<file path="src/rtl/muldiv_if.sv">
// ============================================================================
//  Module   : muldiv_if
//  Purpose  : EX-stage <-> multiply/divide engine handshake bundle.
//             Carries the start/annul request and the busy/ready/result reply.
//  Revision : 1.0 - initial release
// ============================================================================
`default_nettype none

interface muldiv_if #(
  parameter int WIDTH = 32
) ();

  logic               start_i;
  logic [2:0]         op_i;
  logic [WIDTH-1:0]   opdata1_i;
  logic [WIDTH-1:0]   opdata2_i;
  logic [2*WIDTH-1:0] hilo_i;
  logic               annul_i;
  logic               busy_o;
  logic               ready_o;
  logic [2*WIDTH-1:0] result_o;

  // EX stage side: issues requests, consumes results
  modport master (
    output start_i, op_i, opdata1_i, opdata2_i, hilo_i, annul_i,
    input  busy_o, ready_o, result_o
  );

  // Engine side
  modport slave (
    input  start_i, op_i, opdata1_i, opdata2_i, hilo_i, annul_i,
    output busy_o, ready_o, result_o
  );

endinterface

`default_nettype wire

</file>
<file path="src/rtl/muldiv_unit.sv">
// ============================================================================
//  Module   : muldiv_unit
//  Purpose  : Iterative multiply / multiply-accumulate / divide engine.
//             Shift-add multiply and restoring radix-2 divide on operand
//             magnitudes, followed by a single sign/accumulate fix-up cycle.
//  Revision : 1.0 - initial release
// ============================================================================
`default_nettype none

module muldiv_unit #(
  parameter int WIDTH = 32
) (
  input  wire logic clk,
  input  wire logic rst,
  muldiv_if.slave   bus
);

  localparam int CW = $clog2(WIDTH) + 1;
  localparam int W2 = 2 * WIDTH;

  typedef enum logic [1:0] {
    IDLE = 2'd0,
    CALC = 2'd1,
    FIX  = 2'd2,
    DONE = 2'd3
  } state_t;

  state_t            state;
  logic [CW-1:0]     cnt;
  logic [2:0]        op;
  logic [WIDTH-1:0]  mag_a;
  logic [WIDTH-1:0]  mag_b;
  logic              neg_res;
  logic              neg_rem;
  logic [W2-1:0]     hilo;
  logic [W2-1:0]     acc;
  logic [W2-1:0]     fix_res;
  logic              busy_q;
  logic              ready_q;
  logic [W2-1:0]     result_q;

  // Request decode: sign handling, magnitudes and the divide-by-zero answer
  logic              in_signed;
  logic              in_div;
  logic              a_neg;
  logic              b_neg;
  logic [WIDTH-1:0]  abs_a;
  logic [WIDTH-1:0]  abs_b;
  logic [WIDTH-1:0]  div0_quot;

  always_comb begin
    in_signed = ~bus.op_i[0];
    in_div    = &bus.op_i[2:1];
    a_neg     = in_signed & bus.opdata1_i[WIDTH-1];
    b_neg     = in_signed & bus.opdata2_i[WIDTH-1];
    abs_a     = a_neg ? -bus.opdata1_i : bus.opdata1_i;
    abs_b     = b_neg ? -bus.opdata2_i : bus.opdata2_i;
    // Signed negative dividend gives quotient 1, everything else all-ones
    div0_quot = a_neg ? {{(WIDTH-1){1'b0}}, 1'b1} : {WIDTH{1'b1}};
  end

  // One iteration step: acc holds {partial, multiplier} or {remainder, dividend/quotient}
  logic              op_div;
  logic [WIDTH:0]    mul_sum;
  logic [W2-1:0]     mul_next;
  logic [WIDTH:0]    div_top;
  logic [WIDTH:0]    div_diff;
  logic [W2-1:0]     div_next;

  always_comb begin
    op_div   = &op[2:1];
    mul_sum  = {1'b0, acc[W2-1:WIDTH]} + (acc[0] ? {1'b0, mag_a} : {(WIDTH+1){1'b0}});
    mul_next = {mul_sum, acc[WIDTH-1:1]};
    div_top  = acc[W2-1:WIDTH-1];
    div_diff = div_top - {1'b0, mag_b};
    // Borrow out means the divisor did not fit: shift in a zero quotient bit
    div_next = div_diff[WIDTH] ? {acc[W2-2:0], 1'b0}
                               : {div_diff[WIDTH-1:0], acc[WIDTH-2:0], 1'b1};
  end

  // Fix-up: restore signs and apply the accumulate/subtract for MADD/MSUB
  logic [W2-1:0]     prod;
  logic [WIDTH-1:0]  quot;
  logic [WIDTH-1:0]  rem;
  logic [W2-1:0]     fix_next;

  always_comb begin
    prod = neg_res ? -acc : acc;
    quot = neg_res ? -acc[WIDTH-1:0] : acc[WIDTH-1:0];
    rem  = neg_rem ? -acc[W2-1:WIDTH] : acc[W2-1:WIDTH];
    case (op[2:1])
      2'b01:   fix_next = hilo + prod;
      2'b10:   fix_next = hilo - prod;
      2'b11:   fix_next = {rem, quot};
      default: fix_next = prod;
    endcase
  end

  // Control FSM with registered busy/ready/result
  always_ff @(posedge clk) begin
    if (!rst) begin
      state    <= IDLE;
      cnt      <= '0;
      op       <= '0;
      mag_a    <= '0;
      mag_b    <= '0;
      neg_res  <= 1'b0;
      neg_rem  <= 1'b0;
      hilo     <= '0;
      acc      <= '0;
      fix_res  <= '0;
      busy_q   <= 1'b0;
      ready_q  <= 1'b0;
      result_q <= '0;
    end else begin
      ready_q <= 1'b0;
      case (state)
        IDLE: begin
          if (bus.start_i && !bus.annul_i) begin
            op      <= bus.op_i;
            mag_a   <= abs_a;
            mag_b   <= abs_b;
            neg_res <= a_neg ^ b_neg;
            neg_rem <= a_neg;
            hilo    <= bus.hilo_i;
            acc     <= {{WIDTH{1'b0}}, (in_div ? abs_a : abs_b)};
            cnt     <= '0;
            busy_q  <= 1'b1;
            if (in_div && (bus.opdata2_i == '0)) begin
              fix_res <= {bus.opdata1_i, div0_quot};
              state   <= DONE;
            end else begin
              state   <= CALC;
            end
          end
        end
        CALC: begin
          if (bus.annul_i) begin
            state  <= IDLE;
            busy_q <= 1'b0;
          end else begin
            acc <= op_div ? div_next : mul_next;
            cnt <= cnt + CW'(1);
            if (cnt == CW'(WIDTH - 1)) begin
              state <= FIX;
            end
          end
        end
        FIX: begin
          if (bus.annul_i) begin
            state  <= IDLE;
            busy_q <= 1'b0;
          end else begin
            fix_res <= fix_next;
            state   <= DONE;
          end
        end
        default: begin
          state  <= IDLE;
          busy_q <= 1'b0;
          if (!bus.annul_i) begin
            ready_q  <= 1'b1;
            result_q <= fix_res;
          end
        end
      endcase
    end
  end

  assign bus.busy_o   = busy_q;
  assign bus.ready_o  = ready_q;
  assign bus.result_o = result_q;

endmodule

`default_nettype wire
</file>
<file path="src/flat_wrapper.sv">
// flat-port wrapper written by rule: the top's interface ports become plain ports
module muldiv_unit_flat 
#(
  parameter int WIDTH = 32
)
  (clk, rst, bus_start_i, bus_op_i, bus_opdata1_i, bus_opdata2_i, bus_hilo_i, bus_annul_i, bus_busy_o, bus_ready_o, bus_result_o);
  muldiv_if #(.WIDTH(WIDTH)) bus_i ();
  input  wire logic clk;
  input  wire logic rst;
  input wire logic [$bits(bus_i.start_i)-1:0] bus_start_i;
  input wire logic [$bits(bus_i.op_i)-1:0] bus_op_i;
  input wire logic [$bits(bus_i.opdata1_i)-1:0] bus_opdata1_i;
  input wire logic [$bits(bus_i.opdata2_i)-1:0] bus_opdata2_i;
  input wire logic [$bits(bus_i.hilo_i)-1:0] bus_hilo_i;
  input wire logic [$bits(bus_i.annul_i)-1:0] bus_annul_i;
  output wire logic [$bits(bus_i.busy_o)-1:0] bus_busy_o;
  output wire logic [$bits(bus_i.ready_o)-1:0] bus_ready_o;
  output wire logic [$bits(bus_i.result_o)-1:0] bus_result_o;
  assign bus_i.start_i = bus_start_i;
  assign bus_i.op_i = bus_op_i;
  assign bus_i.opdata1_i = bus_opdata1_i;
  assign bus_i.opdata2_i = bus_opdata2_i;
  assign bus_i.hilo_i = bus_hilo_i;
  assign bus_i.annul_i = bus_annul_i;
  assign bus_busy_o = bus_i.busy_o;
  assign bus_ready_o = bus_i.ready_o;
  assign bus_result_o = bus_i.result_o;
  muldiv_unit #(.WIDTH(WIDTH)) u_core (.clk(clk), .rst(rst), .bus(bus_i));
endmodule
</file>
<file path="config.mk">
export PLATFORM = sky130hd
export DESIGN_NAME = muldiv_unit_flat
export DESIGN_NICKNAME = d
export VERILOG_FILES = /design/src/rtl/muldiv_if.sv /design/src/rtl/muldiv_unit.sv /design/src/flat_wrapper.sv
export SDC_FILE = /design/constraint.sdc
export NUM_CORES = 1
export LEC_CHECK = 0
export ABC_AREA = 1
export BUFFER_PORTS_ARGS = -buffer_cell sky130_fd_sc_hd__buf_2
export CAP_MARGIN = 25
export CORE_MARGIN = 8
export CORE_UTILIZATION = 35
export DETAILED_ROUTE_END_ITERATION = 16
export PLACE_DENSITY = 0.52
export SLEW_MARGIN = 20
export SYNTH_ARGS = -nofsm -noshare
export SYNTH_HDL_FRONTEND = slang
export SYNTH_SLANG_ARGS = --single-unit
</file>
<file path="constraint.sdc">
create_clock -name clk -period 5.5 [get_ports clk]
set_input_delay 1.375 -clock clk [delete_from_list [all_inputs] [get_ports clk]]
set_output_delay 1.375 -clock clk [all_outputs]
set_load 0.01 [all_outputs]
</file>
-- Word level (Yosys, flattened, before mapping)
Index checks and enable logic that the tools add are counted.
- $add $sub $neg: 10
- equality and inequality tests: 12
- multiplexer cells: 31
- bitwise operators: 7
- reductions and logical operators: 18
- operators with widths (kind ; count):
    64-bit two-way mux ; 8
    64-bit one-hot mux with 2 select lines ; 2
    32-bit two-way mux ; 7
    64-bit one-hot mux with 3 select lines ; 1
    32-bit negator ; 4
    64-bit adder ; 1
    64-bit negator ; 1
    64-bit subtractor ; 1
    32-bit by 33-bit adder with 33-bit output ; 1
    33-bit by 32-bit subtractor with 33-bit output ; 1
    32-bit zero test ; 1
    6-bit two-way mux ; 2
    6-bit one-hot mux with 2 select lines ; 1
    2-bit AND reduction ; 6
    2-bit two-way mux ; 5
    6-bit by 1-bit adder with 6-bit output, second input constant ; 1
    2-bit == test, second input constant ; 3
    6-bit by 5-bit == test with 1-bit output, second input constant ; 1
    2-bit by 1-bit != test with 1-bit output, second input constant ; 3
    2-bit one-hot mux with 3 select lines ; 1
    2-bit by 1-bit == test with 1-bit output, second input constant ; 2
    2-bit != test, second input constant ; 2
    1-bit NOT ; 4
    4-bit AND reduction ; 1
    other kinds (13) ; 18
- bits in registers: 335
- input bits: 135
- output and inout bits: 66

-- Longest topological paths before layout
- word-level depth: 6
- mapped depth: 41
- depth with buffers taken out: 40

-- Worst setup path after synthesis
OpenSTA, ideal clock, no wires.
- path kind: register to register
- start point: reg u_core.acc[0]
- end point: reg u_core.fix_res[51]
- library setup time: 0.070 ns
- data arrival time: 4.321 ns
- required time: 5.430 ns
- setup slack: 1.110 ns
- cell stages (with the launch flop): 33
- period minus slack after synthesis: 4.390 ns
- cell sequence: dfxtp_1 buf_6 clkinv_4 ha_1 nand2_1 o21ai_0 inv_1 ha_1 nand4_1 nor2_1 nand4_1 nand3b_4 nor2_4 inv_1 nor2_1 inv_1 o31ai_2 nand2_1 xnor2_1 ha_1 nand2_1 nor2_1 inv_1 nor2_1 inv_1 nor2_1 nand2_1 o211ai_1 a21oi_1 xor2_1 o21ai_0 o211ai_1 a21oi_1
- cells in the longest elaborated chain, start to end: 6
- elaborated cells on any way between the ends: 7
- RTL lines (element ; RTL line ; RTL):
    from (decl) ; muldiv_unit.sv:36 ; logic [W2-1:0] acc;
    from (signal assigned) ; muldiv_unit.sv:126 ; acc <= {{WIDTH{1'b0}}, (in_div ? abs_a : abs_b)};
    from (signal assigned) ; muldiv_unit.sv:142 ; acc <= op_div ? div_next : mul_next;
    64-bit negator ; muldiv_unit.sv:88 ; prod = neg_res ? -acc : acc;
    64-bit two-way mux * ; muldiv_unit.sv:88 ;
    64-bit subtractor / 64-bit adder (equally long branches) ; muldiv_unit.sv:93, muldiv_unit.sv:92 ;
    64-bit one-hot mux with 3 select lines * ; muldiv_unit.sv:91 ; case (op[2:1])
    64-bit two-way mux * ; muldiv_unit.sv:150 ; if (bus.annul_i) begin
    64-bit one-hot mux with 2 select lines * ; muldiv_unit.sv:117 ; case (state)
    to (signal assigned) ; muldiv_unit.sv:130 ; fix_res <= {bus.opdata1_i, div0_quot};
    to (signal assigned) ; muldiv_unit.sv:154 ; fix_res <= fix_next;
    to (decl) ; muldiv_unit.sv:37 ; logic [W2-1:0] fix_res;
Every way passes the cells marked *; elsewhere a longest branch is shown, timed or not. The select of a mux whose other input is x is not followed.
A chain may end at the register's enable or synchronous reset.

-- Worst setup path after layout
- start point: reg u_core.acc[34]
- end point: reg u_core.fix_res[56]
- cells in the longest elaborated chain, start to end: 6
- elaborated cells on any way between the ends: 9
- RTL lines (element ; RTL line):
    64-bit negator ; muldiv_unit.sv:88
    64-bit two-way mux ; muldiv_unit.sv:88
    64-bit subtractor / 64-bit adder (equally long branches) ; muldiv_unit.sv:93, muldiv_unit.sv:92
    64-bit one-hot mux with 3 select lines * ; muldiv_unit.sv:91
    64-bit two-way mux * ; muldiv_unit.sv:150
    64-bit one-hot mux with 2 select lines * ; muldiv_unit.sv:117
Marked as above.

==> impl_metrics.tcl <==
set metrics [dict create \
    outcome "complete, no violations" \
    timing.slew.headroom_pct 35.14 \
    ys_types 63 \
    cts.htree.levels 2 \
    skew_ns 0.04933 \
    critPathMostFrequentCell "nand2_1" \
    end_kind "flip-flop" \
    critical_path_class "reg -> reg" \
    cp_num_buf_inv 1 \
    cp.required_ns 6.02 \
    drv_cap 0 \
    die_h_um 300.0 \
    critPathMaxStageDelay_ns 0.50 \
    numPortBuffers 200 \
    cp_max_fo 6 \
    synth_fp_nets 4935 \
    multi_input_area_um2 18860 \
    finalSetupTns_ns 0 \
    finalPower_mw 10.81 \
    dp_hpwl_um 106600 \
    dp_slack_ns -0.09022 \
    placed_area_um2 31220 \
    fmax_ghz 0.1891 \
    clock_latency_ns 0.63 \
    regArea_um2 6689 \
    synth-main-ff-cell "dfxtp_1" \
    track_usage_pct 27.83 \
    grt_overflow_total 0 \
    crit_slowest_cell "ha_1" \
    synth_warnings 0 \
    hold_violations 0 \
    ir_drop_v 0.0002742 \
    core-area_um2 80160 \
    viasPerCell 5.370 \
    initial_utilization_pct 35.22 \
    grt_max_degree 122 \
    finalCritPeriodShare_pct 96.16 \
    vias 32150 \
    path_delay_family "simple AND/OR/NAND/NOR gates" \
    cts_tree "built" \
    fin_cells 5987 \
    fillers 8978 \
    ys_ff_latch 334 \
    final_core_util_pct 41.27 \
    pin_count 201 \
    setup_slack_ns 0.2111 \
    post_route_cells_drive_above_1_share_pct 12.65 \
    syn_area_per_cell_um2 6.062 \
    finalMaxSlewViolations 0 \
    die_w_um 300.0 \
    clk_pin_slew_worst_paths_ns 0.08 \
    critPathArrivalTime_ns 5.81 \
    grt_pass1_vias 29950 \
    clockRootBuffer "clkbuf_16" \
    holdWs_ns 0.4575 \
    fin_crit_ns 5.289 \
    start_kind "flip-flop" \
    synth-async-reset-ratio_pct 0 \
    dr.pass1.iters 6 \
    drt_wl_total_um 132600 \
    cts_buffer_depth 3 \
    ys_seq_area_share_pct 23.68 \
    postLayoutCellArea_um2 33080 \
    p_per_area_nw_per_um2 326.9 \
    power.leakage_nw 15.88 \
    min_path_type "reg -> reg" \
    cts.sinks 334 \
    row_count 104 \
    place_congestion 1.012 \
    synth_edf_count 0 \
    antenna_found_initial 2 \
    antenna_left 0 \
    rrSetupSlack_ns 0.21 \
    setup_violations 0 \
    dpl.cell_count 5897 \
    grt_pass1_wl_um 192600 \
    syn_inst 4657 \
    drc 0 \
    numCtsBuffers 44 \
    dieArea_um2 90010 \
    routedWlPerCell_um 22.15 \
    areaGrowthSynthToFinish_pct 17.17 \
    rsz0062_at_grt "true" \
    worst_slew_pin_slew_ns 0.9705 \
    nNetsFinal 5169 \
    syn-cell-area_um2 28230 \
    drtIter0Drc 2681 \
    ctsHoldBuffers 0 \
]
[synthesized netlist by cell type (6+ instances only)]
master / n / area, um2
a221oi_1: 15 / 131.4
o21a_1: 14 / 105.1
nor2_1: 632 / 2372
inv_1: 556 / 2087
clkbuf_1: 170 / 638.1
nand3_1: 225 / 1126
o31ai_1: 7 / 52.55
o21ai_0: 526 / 2633
nand4_1: 37 / 231.5
buf_2: 14 / 70.07
nand3b_1: 6 / 45.04
a21o_1: 17 / 127.6
nor2_2: 15 / 93.84
a211oi_1: 13 / 97.59
nor2_4: 8 / 90.09
a21boi_0: 6 / 45.04
o211ai_1: 71 / 533.0
buf_1: 12 / 45.04
nor3_1: 41 / 205.2
xor2_1: 115 / 1007
nor4_1: 17 / 106.4
ha_1: 140 / 1752
a21oi_1: 473 / 2367
a31oi_1: 57 / 356.6
dfxtp_1: 334 / 6686
nand2_2: 26 / 162.7
inv_2: 13 / 48.80
or2_2: 18 / 112.6
o21ai_1: 16 / 80.08
o22ai_1: 18 / 112.6
nand2_1: 900 / 3378
o21bai_1: 32 / 240.2
xnor2_1: 66 / 578.1
[worst min-delay path: stages (launching register included)]
cell	delay (ns)
dfxtp_1	0.30
nand2_1	0.06
a21oi_1	0.05
[kinds of logic (layout without fill, tap and decap cells)]
kind of cell / after synthesis / after routing / synth area share (%)
AO/OA/AOI/OAI: 1283 / 1283 / 25.05
XOR/XNOR: 181 / 181 / 5.615
adder cells (fa/ha/maj): 143 / 143 / 6.417
buffers and inverters: 772 / 1040 / 10.42
flip-flops: 334 / 334 / 23.68
other: 0 / 2 / 0
AND/OR/NAND/NOR: 1944 / 1944 / 28.81
[cell usage in the layout, fill, tap and decap left out, types with 44 or more instances in the layout]
cell,count
inv_1,552
dfxtp_1,332
xor2_1,114
ha_1,129
nor2_1,614
buf_2,199
o211ai_1,71
xnor2_1,66
clkbuf_16,44
a21oi_1,467
a31oi_1,57
nand2_1,893
nand3_1,224
buf_4,184
o21ai_0,509
[final cells by class]
cell class	instances	share of cell area, %
repair buffers	388	7.463
clock inverters	21	1.014
diodes	2	0.01513
multi-input cells	3551	57.02
inverters	572	6.513
clock buffers	59	3.741
well taps	1060	4.009
flip-flops and latches	334	20.22
[worst paths after layout]
| kind | from | to | cells after the start |
|---|---|---|---|
| max | u_core.acc[34] | u_core.fix_res[56] | 31 |
| min | u_core.bus.busy_o | u_core.bus.busy_o | 2 |
| max reg2reg | u_core.acc[34] | u_core.fix_res[56] | 31 |
| min reg2reg | u_core.bus.busy_o | u_core.bus.busy_o | 2 |
[report_power, final]
group	total, mW	switching, mW	internal [mW]
Combinational	4.88	3.30	1.58
Sequential	2.75	0.164	2.59
Clock	3.18	1.29	1.88
Total	10.8	4.76	6.05
[repair_timing]
action                     CTS  global route
setup endpoints to repair    1            28
setup buffers                0             8
pin swaps                    0            14
gates resized for setup      3            74
hold endpoints to repair     0             0
[flip-flops by register name (all words and copies together), names as in the netlist]
signal	cells
u_core.bus.result_o	64
u_core.cnt	6
u_core.acc	64
u_core.hilo	64
u_core.mag_b	32
u_core.state	2
u_core.neg_res	1
u_core.bus.ready_o	1
u_core.neg_rem	1
u_core.op	2
u_core.fix_res	64
u_core.mag_a	32
u_core.bus.busy_o	1
[metal layers]
metal	vias up	GRT usage (%)	wire, um
met2	1171	44.34	58600
met1	14850	37.80	58980
met3	227	2.740	7839
li1	15900	-	-
met4	2	12.67	7161
met5	-	0	13
No activity file was read; power rests on OpenSTA's default activity.
